## config.mk

```make
export PLATFORM = sky130hd
export DESIGN_NAME = pipe_regfile_flat
export DESIGN_NICKNAME = d
export VERILOG_FILES = /design/src/rtl/pipe_regfile_pkg.sv /design/src/rtl/pipe_regfile_if.sv /design/src/rtl/pipe_regfile_pend_counter.sv /design/src/rtl/pipe_regfile.sv /design/src/flat_wrapper.sv
export SDC_FILE = /design/constraint.sdc
export NUM_CORES = 1
export LEC_CHECK = 0
export CORE_MARGIN = 5
export CORE_UTILIZATION = 55
export DETAILED_ROUTE_END_ITERATION = 12
export GPL_TIMING_DRIVEN = 1
export PLACE_DENSITY = 0.87
export SLEW_MARGIN = 0
export SYNTH_ARGS = -nofsm -noshare
export SYNTH_HDL_FRONTEND = slang
export SYNTH_SLANG_ARGS = --single-unit
export TNS_END_PERCENT = 100
```

## constraint.sdc

```tcl
create_clock -name CLK -period 2.98 [get_ports CLK]
set_input_delay 0.447 -clock CLK [delete_from_list [all_inputs] [get_ports CLK]]
set_output_delay 0.447 -clock CLK [all_outputs]
set_load 0.01 [all_outputs]
```

## src/rtl/pipe_regfile_pkg.sv

```systemverilog
// Shared BRISC pipeline constants and register typedefs for the register file.
package pipe_regfile_pkg;

    localparam int unsigned DEF_DATA_W   = 16;
    localparam int unsigned DEF_ADDR_W   = 4;
    localparam int unsigned DEF_NUM_RD   = 2;
    localparam int unsigned DEF_PEND_W   = 2;
    localparam int unsigned DEF_NREGS    = 32'(1) << DEF_ADDR_W;
    localparam int unsigned DEF_PEND_MAX = (32'(1) << DEF_PEND_W) - 1;

    typedef logic [DEF_ADDR_W-1:0] reg_addr_t;
    typedef logic [DEF_DATA_W-1:0] reg_data_t;

    // Largest value a w-bit counter can hold.
    function automatic int unsigned cnt_max(input int unsigned w);
        return (32'(1) << w) - 1;
    endfunction

endpackage

```

## src/rtl/pipe_regfile_if.sv

```systemverilog
// Issue / read / write-back bus between decode, write-back and the register file.
interface pipe_regfile_if #(
    parameter int unsigned DATA_W = 16,
    parameter int unsigned ADDR_W = 4,
    parameter int unsigned NUM_RD = 2
);

    logic [NUM_RD-1:0]        rd_en;
    logic [NUM_RD*ADDR_W-1:0] rd_addr;
    logic [NUM_RD*DATA_W-1:0] rd_data;
    logic                     issue_valid;
    logic                     issue_wr;
    logic [ADDR_W-1:0]        issue_dst;
    logic                     stall;
    logic                     wb_valid;
    logic [ADDR_W-1:0]        wb_addr;
    logic [DATA_W-1:0]        wb_data;
    logic                     flush;
    logic                     sb_err;

    modport master (
        output rd_en, rd_addr, issue_valid, issue_wr, issue_dst,
               wb_valid, wb_addr, wb_data, flush,
        input  rd_data, stall, sb_err
    );

    modport slave (
        input  rd_en, rd_addr, issue_valid, issue_wr, issue_dst,
               wb_valid, wb_addr, wb_data, flush,
        output rd_data, stall, sb_err
    );

endinterface

```

## src/rtl/pipe_regfile_pend_counter.sv

```systemverilog
// Per-register pending-write counter: saturating up/down with clear and error flag.
module pipe_regfile_pend_counter
    import pipe_regfile_pkg::*;
#(
    parameter int unsigned PEND_W = DEF_PEND_W
) (
    input  logic              clk,
    input  logic              rst_n,
    input  logic              inc,
    input  logic              dec,
    input  logic              clr,
    output logic [PEND_W-1:0] cnt,
    output logic              err_c
);

    localparam logic [PEND_W-1:0] MAX = PEND_W'(cnt_max(PEND_W));

    // Underflow (dec at zero) or overflow (lone inc at max); clear suppresses both.
    assign err_c = !clr && ((dec && cnt == '0) || (inc && !dec && cnt == MAX));

    always_ff @(posedge clk) begin
        if (!rst_n) begin
            cnt <= '0;
        end else if (clr) begin
            cnt <= '0;
        end else if (inc && !dec && cnt != MAX) begin
            cnt <= cnt + PEND_W'(1);
        end else if (dec && !inc && cnt != '0) begin
            cnt <= cnt - PEND_W'(1);
        end
    end

endmodule

```

## src/rtl/pipe_regfile.sv

```systemverilog
// BRISC register file with multi-port reads, write-back bypass and pending-write scoreboard.
// Build option: PIPE_REGFILE_BYPASS_EN enables write-back-to-read bypass and dec credit in hazards.
module pipe_regfile
    import pipe_regfile_pkg::*;
#(
    parameter int unsigned DATA_W   = DEF_DATA_W,
    parameter int unsigned ADDR_W   = DEF_ADDR_W,
    parameter int unsigned NUM_RD   = DEF_NUM_RD,
    parameter int unsigned PEND_W   = DEF_PEND_W,
    parameter bit          ZERO_REG = 1'b1
) (
    input  logic           CLK,
    input  logic           RST_N,
    pipe_regfile_if.slave  bus
);

    localparam int unsigned NREGS = 32'(1) << ADDR_W;
    localparam logic [PEND_W-1:0] PEND_MAX = PEND_W'(cnt_max(PEND_W));

    logic [DATA_W-1:0] regs    [NREGS];
    logic [PEND_W-1:0] pend    [NREGS];
    logic [DATA_W-1:0] rd_word [NUM_RD];
    logic [NREGS-1:0]  dec_c;
    logic [NREGS-1:0]  inc_c;
    logic [NREGS-1:0]  err_vec_c;
    logic [NUM_RD-1:0] hz_c;
    logic              waw_c;
    logic              stall_c;
    logic              accept_c;
    logic              dst_is_zero_c;
    logic              wb_is_zero_c;
    logic              sb_err_q;

    assign dst_is_zero_c = ZERO_REG && bus.issue_dst == '0;
    assign wb_is_zero_c  = ZERO_REG && bus.wb_addr == '0;

    // Per-register retire (dec) and accepted-issue (inc) strobes.
    always_comb begin
        dec_c = '0;
        inc_c = '0;
        for (int unsigned a = 0; a < NREGS; a++) begin
            dec_c[a] = bus.wb_valid && !wb_is_zero_c && bus.wb_addr == ADDR_W'(a);
            inc_c[a] = accept_c && bus.issue_dst == ADDR_W'(a);
        end
    end

    for (genvar i = 0; i < NUM_RD; i++) begin : g_rd
        logic [ADDR_W-1:0] a;
        assign a = bus.rd_addr[i*ADDR_W +: ADDR_W];
`ifdef PIPE_REGFILE_BYPASS_EN
        assign rd_word[i] = dec_c[a] ? bus.wb_data : regs[a];
        assign hz_c[i]    = bus.rd_en[i] && (pend[a] > PEND_W'(dec_c[a]));
`else
        assign rd_word[i] = regs[a];
        assign hz_c[i]    = bus.rd_en[i] && (pend[a] != '0);
`endif
    end

    always_comb begin
        bus.rd_data = '0;
        for (int unsigned i = 0; i < NUM_RD; i++) begin
            bus.rd_data[i*DATA_W +: DATA_W] = rd_word[i];
        end
    end

    assign waw_c    = bus.issue_wr && pend[bus.issue_dst] == PEND_MAX && !dec_c[bus.issue_dst];
    assign stall_c  = bus.issue_valid && ((|hz_c) || waw_c);
    assign accept_c = bus.issue_valid && bus.issue_wr && !stall_c && !bus.flush && !dst_is_zero_c;
    assign bus.stall = stall_c;

    for (genvar r = 0; r < NREGS; r++) begin : g_pend
        pipe_regfile_pend_counter #(.PEND_W(PEND_W)) u_cnt (
            .clk   (CLK),
            .rst_n (RST_N),
            .inc   (inc_c[r]),
            .dec   (dec_c[r]),
            .clr   (bus.flush),
            .cnt   (pend[r]),
            .err_c (err_vec_c[r])
        );
    end

    always_ff @(posedge CLK) begin
        if (!RST_N) begin
            for (int unsigned a = 0; a < NREGS; a++) begin
                regs[a] <= '0;
            end
        end else if (bus.wb_valid && !wb_is_zero_c) begin
            regs[bus.wb_addr] <= bus.wb_data;
        end
    end

    // Sticky scoreboard error, cleared only by reset.
    always_ff @(posedge CLK) begin
        if (!RST_N) begin
            sb_err_q <= 1'b0;
        end else if (|err_vec_c) begin
            sb_err_q <= 1'b1;
        end
    end

    assign bus.sb_err = sb_err_q;

endmodule

```

## src/flat_wrapper.sv

```systemverilog
// flat-port wrapper written by rule: the top's interface ports become plain ports
module pipe_regfile_flat import pipe_regfile_pkg::*;
#(
    parameter int unsigned DATA_W   = DEF_DATA_W,
    parameter int unsigned ADDR_W   = DEF_ADDR_W,
    parameter int unsigned NUM_RD   = DEF_NUM_RD,
    parameter int unsigned PEND_W   = DEF_PEND_W,
    parameter bit          ZERO_REG = 1'b1
)
  (CLK, RST_N, bus_rd_en, bus_rd_addr, bus_issue_valid, bus_issue_wr, bus_issue_dst, bus_wb_valid, bus_wb_addr, bus_wb_data, bus_flush, bus_rd_data, bus_stall, bus_sb_err);
  pipe_regfile_if #(.DATA_W(DATA_W), .ADDR_W(ADDR_W), .NUM_RD(NUM_RD)) bus_i ();
  input  logic CLK;
  input  logic RST_N;
  input wire logic [$bits(bus_i.rd_en)-1:0] bus_rd_en;
  input wire logic [$bits(bus_i.rd_addr)-1:0] bus_rd_addr;
  input wire logic [$bits(bus_i.issue_valid)-1:0] bus_issue_valid;
  input wire logic [$bits(bus_i.issue_wr)-1:0] bus_issue_wr;
  input wire logic [$bits(bus_i.issue_dst)-1:0] bus_issue_dst;
  input wire logic [$bits(bus_i.wb_valid)-1:0] bus_wb_valid;
  input wire logic [$bits(bus_i.wb_addr)-1:0] bus_wb_addr;
  input wire logic [$bits(bus_i.wb_data)-1:0] bus_wb_data;
  input wire logic [$bits(bus_i.flush)-1:0] bus_flush;
  output wire logic [$bits(bus_i.rd_data)-1:0] bus_rd_data;
  output wire logic [$bits(bus_i.stall)-1:0] bus_stall;
  output wire logic [$bits(bus_i.sb_err)-1:0] bus_sb_err;
  assign bus_i.rd_en = bus_rd_en;
  assign bus_i.rd_addr = bus_rd_addr;
  assign bus_i.issue_valid = bus_issue_valid;
  assign bus_i.issue_wr = bus_issue_wr;
  assign bus_i.issue_dst = bus_issue_dst;
  assign bus_i.wb_valid = bus_wb_valid;
  assign bus_i.wb_addr = bus_wb_addr;
  assign bus_i.wb_data = bus_wb_data;
  assign bus_i.flush = bus_flush;
  assign bus_rd_data = bus_i.rd_data;
  assign bus_stall = bus_i.stall;
  assign bus_sb_err = bus_i.sb_err;
  pipe_regfile #(.DATA_W(DATA_W), .ADDR_W(ADDR_W), .NUM_RD(NUM_RD), .PEND_W(PEND_W), .ZERO_REG(ZERO_REG)) u_core (.CLK(CLK), .RST_N(RST_N), .bus(bus_i));
endmodule
```

# Word-level counts from Yosys, hierarchy flattened
# Memory sizes are Yosys's and may differ from the RTL's.
# Cells that the tools add are included.
# W data, S select, Z words.
[word_totals]
register_bits = 33
ramBits = 256
input_bits = 40
n_memories = 1
out_inout_bits = 34
[mem_list]
columns = ["name", "depth", "width", "read_ports", "rd_ports_with_merged_regs", "wr", "line", "text"]
rows = [
  ["u_core.regs", 16, 16, 2, 0, 16, "pipe_regfile.sv:20", "logic [DATA_W-1:0] regs [NREGS];"],
]
[classes]
reduce_logical = 264
n_eq_ne = 63
n_bitwise = 4
addsub = 32
order_cmp = 4
muxes = 50
[op_table]
columns = ["op", "n"]
rows = [
  ["$logic_and A1 B1 Y1", 154],
  ["$mux W2", 38],
  ["$reduce_bool A2 Y1", 34],
  ["$eq A4 B4 Y1 const B", 16],
  ["$logic_not A1 Y1", 37],
  ["$eq A2 B2 Y1 const B", 17],
  ["$add A2 B1 Y2 const B", 16],
  ["$eq A4 B3 Y1 const B", 8],
  ["$logic_not A2 Y1", 16],
  ["$ne A2 B2 Y1 const B", 16],
  ["$reduce_or A16 Y1", 2],
  ["$sub A2 B1 Y2 const B", 16],
  ["$bmux W2 S4", 3],
  ["$logic_or A1 B1 Y1", 17],
  ["$eq A4 B2 Y1 const B", 4],
  ["$mux W16", 1],
  ["$ge A5 B5 Y1 const B", 3],
  ["$not A4 Y5", 3],
  ["$eq A4 B1 Y1 const B", 2],
  ["$logic_not A4 Y1", 2],
  ["$mux W1", 6],
  ["$lt A4 B5 Y1 const B", 1],
  ["$bmux W1 S4", 1],
  ["$mux W4", 1],
  ["other kinds (2)", 3],
]

# Depth between registers and ports, before layout
[logic_depth]
ltp_word = 20
depth_mapped = 12
depth_no_buf = 8

# By module
# From an unflattened synthesis, not the netlist that was laid out.
[hier_totals]
cells_unflattened = 1192
area_unflattened_um2 = 16477.1
[by_module_without_submodules]
columns = ["mod", "area_per_inst_um2", "n_inst", "cells_each", "seq_area_each_um2"]
rows = [
  ["pipe_regfile", 14315.0, 1, 920, 7707.4],
  ["pipe_regfile_pend_counter", 135.1, 16, 17, 40.0],
]

# Worst setup path after synthesis
# No wires, ideal clock.
[synth_path]
kind = "input port to output port"
startpoint = "in bus_rd_addr[4]"
endpoint = "out bus_rd_data[16]"
path_slack_ns = -0.128
t_required_ns = 2.533
path_buffers = 3
stages = 5
t_arrival_ns = 2.661
cell_sequence = "clkbuf_1 buf_1 buf_1 mux4_2 mux4_2"
[synth_between]
elab_chain_len = 1
[synth_lines]
columns = ["element", "line", "text"]
rows = [
  ["start: declaration", "flat_wrapper.sv:15", "input wire logic [$bits(bus_i.rd_addr)-1:0] bus_rd_addr;"],
  ["$mem_v2 Z16 W16", "n/a", ""],
  ["end: declaration", "flat_wrapper.sv:23", "output wire logic [$bits(bus_i.rd_data)-1:0] bus_rd_data;"],
]
# Every way passes these cells.

==> flow_summary.toml <==
[global_route]
grt_overflow = 0
grt_pass1_vias = 12000
antenna_found_initial = 5
grt_pass1_wl_um = 75500
grt_max_degree = 38
grt_usage_pct = 30.7

[finish]
drive_gt1_share_pct = 31.3
instances_no_fill = 1715
num-fill-cells = 1888
multi_input_area_mm2 = 0.00747
finalNetCount = 1351
final_core_util_pct = 67.5
insertedDiodeCount = 0
syn2layout_area_growth_pct = 20.3
regArea_mm2 = 0.00835

[worst_setup_path]
crit_path_end_kind = "output port"
cp-start-kind = "register"
worstPathArrival_ns = 2.51
r2r_slack_ns = 0.13
crit_family = "multiplexers"
critPathMaxFanout = 2
slowest_delay_ns = 0.51
path_common_cell = "mux4_2"
crit_path_cell_trace = "mux4_2 -> mux4_2 -> clkdlybuf4s50_1"
reg2reg_from = "u_core.g_pend[15].u_cnt.cnt[1]$_SDFFE_PP0P_"
r2r_end = "u_core.g_pend[4].u_cnt.cnt[0]$_SDFFE_PP0P_"
critPathRequiredTime_ns = 2.53
critPathKind = "reg2out"
critPathSlowestCell = "mux4_2"
reg2regPathDepth = 10
critPathBufInv = 1

[clocking]
clkTransAtPathRegs_ns = 0.06
htree_levels = 1
clock_latency_ns = 0.57
cts_buffers = 30
cts_tree = "built"
clk_path_buf_depth = 3
clkSinkCount = 289
clock-root-buffer = "clkbuf_16"
hold_buffers = 0

[sta]
fmaxAchievable_mhz = 338
setup_tns_ns = 0
drv_slew = 0
rsz0062_at_grt = "true"
final.setup_skew_ns = 0.0110
worst_slack_ns = 0.0232
slew_headroom_pct = 64.4
period_needed_ns = 2.96
finalCritPeriodShare_pct = 99.2
finalHoldViolations = 0
worstMarginPinSlew_ns = 0.532
setup_viol = 0

[pwr]
pwr-share-clk_pct = 37.2
pwr-share-comb_pct = 14.7
p_switching_w = 0.00242
leakagePower_nw = 6.99
sequentialPowerShare_pct = 48.1
p_int_w = 0.00747
cellPowerDensity_mw_per_mm2 = 508
switching_share_pct = 24.5
ir_drop_uv = 514

[yosys]
synth_cells = 1125
ys_seq_area_share_pct = 51.6
synthArstFlopShare_pct = 0
syn_area_mm2 = 0.0162
synth_seq_cells = 289
ys_dominant_reg_cell = "edfxtp_1"
synth_edf_count = 256
yosysWarningCount = 0
ys_types = 67
synth_area_per_cell_um2 = 14.4

[placed_design]
io_buffers = 73
hpwl_um = 32800
dp.cells = 1661
dpl_worst_slack_ns = -0.415
gp_congestion = 0.960

[die]
die_height_um = 182
row_count = 62
dieWidth_um = 182
dieArea_mm2 = 0.0330
start_util_pct = 56.1
io_pins = 74
core_area_mm2 = 0.0289

[run_status]
status = "finished, final reports clean"

[route]
wirelength_um = 50900
drt_iter0_markers = 1834
antenna_left = 0
routedWlPerCell_um = 29.7
dr_total_vias = 11800
vias_per_cell = 6.85
drc = 0
drt-pass1-iter-count = 6

[run]
cap_viol_max_count = 0

[worst_hold_path]
hold_start = "u_core.g_pend[0].u_cnt.cnt[0]$_SDFFE_PP0P_"
hold_end = "u_core.g_pend[0].u_cnt.cnt[0]$_SDFFE_PP0P_"
holdPathStages = 2
hp-class = "reg2reg"
-- cell usage in the layout, fill, tap and decap left out, types with 5 or more instances in the layout --
cell type / Yosys / layout
nand4_1: 5 / 5
dlymetal6s2s_1: 0 / 10
a211oi_1: 9 / 9
buf_4: 4 / 144
buf_12: 1 / 17
dfxtp_1: 33 / 29
conb_1: 1 / 16
o21ai_0: 17 / 14
mux4_2: 173 / 175
a31oi_1: 6 / 6
a22o_1: 8 / 8
clkbuf_1: 59 / 8
nor2b_1: 8 / 8
nor4_1: 8 / 8
nand2b_1: 15 / 15
inv_1: 10 / 10
dlygate4sd2_1: 0 / 12
nor3_1: 21 / 16
nor3b_1: 5 / 5
a21oi_1: 12 / 12
and3_1: 20 / 20
nor3_2: 1 / 6
nand2_1: 33 / 33
and2_1: 229 / 229
nand3_1: 17 / 17
nor2_1: 59 / 58
o21a_1: 6 / 6
clkdlybuf4s50_1: 0 / 45
edfxtp_1: 256 / 256
clkbuf_16: 0 / 30
o211ai_1: 7 / 7
-- how the worst max path moves through the flow --
stage | start | end | slack [ns] | cells after the start
3_3_place_gp | bus_issue_dst[0] | bus_stall | -0.37 | 9
5_1_grt | bus_issue_dst[0] | bus_stall | -0.01 | 9
2_1_floorplan | bus_wb_addr[2] | u_core.regs[4][0]$_SDFFCE_PN0P_ | 0.10 | 5
6_report | u_core.regs[11][2]$_SDFFCE_PN0P_ | bus_rd_data[2] | 0.02 | 3
4_1_cts | bus_rd_addr[4] | bus_rd_data[26] | 0.0007 | 5
3_5_place_dp | bus_issue_dst[0] | bus_stall | -0.42 | 9
-- cell usage after synthesis, types with 2 or more instances --
cell       number  area share [%]
nand3_1        17            0.53
or2_2           3            0.12
o21ba_2         2            0.12
a211o_1         2            0.11
and3_1         20            0.77
nand2b_1       15            0.58
o211ai_1        7            0.32
buf_1          20            0.46
nor4bb_1        4            0.25
a221oi_2        2            0.19
a2111oi_0       2            0.11
clkbuf_1       59             1.4
nor3b_1         5            0.23
nand4b_1        3            0.16
o21a_1          6            0.28
buf_2          11            0.34
a31oi_1         6            0.23
o2111ai_1       4            0.22
a211oi_1        9            0.42
a22o_1          8            0.43
nor4_1          8            0.31
dfxtp_1        33             4.1
nand4_1         5            0.19
edfxtp_1      256              48
and2_1        229             8.9
nor3_1         21            0.65
o31ai_1         4            0.19
a22oi_1         2           0.093
or3b_1          3            0.16
xnor2_1         4            0.22
inv_1          10            0.23
mux4_1          2            0.32
o21ai_0        17            0.53
or3_1           3            0.12
mux4_2        173              24
a221oi_1        4            0.22
nor4b_1         3            0.16
a21oi_1        12            0.37
nand2_1        33            0.77
nor2_1         59             1.4
buf_4           4            0.19
buf_6           2            0.14
nor4_2          2            0.15
nor2b_1         8            0.31
-- metrics by stage --
| step | total power [W] | cell area (um2) | hold slack, ns |
|---|---|---|---|
| final | 0.00989 | 19500 | 0.484 |
| after global routing | 0.0101 | 19500 | 0.499 |
| after CTS | 0.00988 | 19400 | 0.480 |
| after detailed placement | 0.00627 | 18500 | 0.468 |
| after global placement | 0.00619 | 18500 | 0.456 |
| after floorplan | 0.00558 | 16300 | 0.418 |
-- per-layer routing --
metal	GRT usage, %	share of wire, %	up-vias
li1	-	-	4766
met2	50.8	49	976
met3	7.34	13	224
met4	13.0	5.4	8
met5	0	0.080	-
met1	39.2	33	5782
-- cell families (layout without fill, tap and decap cells) --
logic type      Yosys count  count (layout)  share of synthesized area [%]
compound gates           96              96                           4.47
xor+xnor                  5               5                          0.271
buf+inv                 107             298                           2.85
flops                   289             289                           51.6
mux                     176             176                           24.5
other cells               1              16                         0.0232
simple gates            451             451                           16.3
-- cell type report --
type,count,share of cell area (%)
sequential,289,42.9
timing repair buffer,236,11.2
tap,384,2.47
multi-input combinational,744,38.3
inverter,10,0.193
clock inverter,14,0.848
clock buffer,38,4.01
-- repair_timing --
item	CTS	global route
gates cloned	0	0
gates resized for setup	27	15
setup buffers	2	0
pin swaps	3	2
setup endpoints to repair	16	14
hold endpoints to repair	0	0
-- sequential cells by signal, summed over array words and instances (netlist names) --
signal and count:
u_core.g_pend.u_cnt.cnt 32, u_core.bus.sb_err 1, u_core.regs 256
-- power by group through the flow --
stage          clock network, W  registers [W]  logic, W
2_1_floorplan                 0        0.00477  0.000806
3_3_place_gp                  0        0.00478   0.00141
3_5_place_dp                  0        0.00482   0.00144
4_1_cts                 0.00369        0.00475   0.00144
5_1_grt                 0.00386        0.00477   0.00151
6_report                0.00368        0.00476   0.00146
-- worst reg2reg max path: cells and delay by family (launching register included) --
family | cells | cell delay [ns]
compound gates | 4 | 0.76
simple gates | 3 | 0.63
mux | 1 | 0.52
buf+inv | 2 | 0.49
flops | 1 | 0.36
Note: power is estimated with default switching activity, not from simulation.
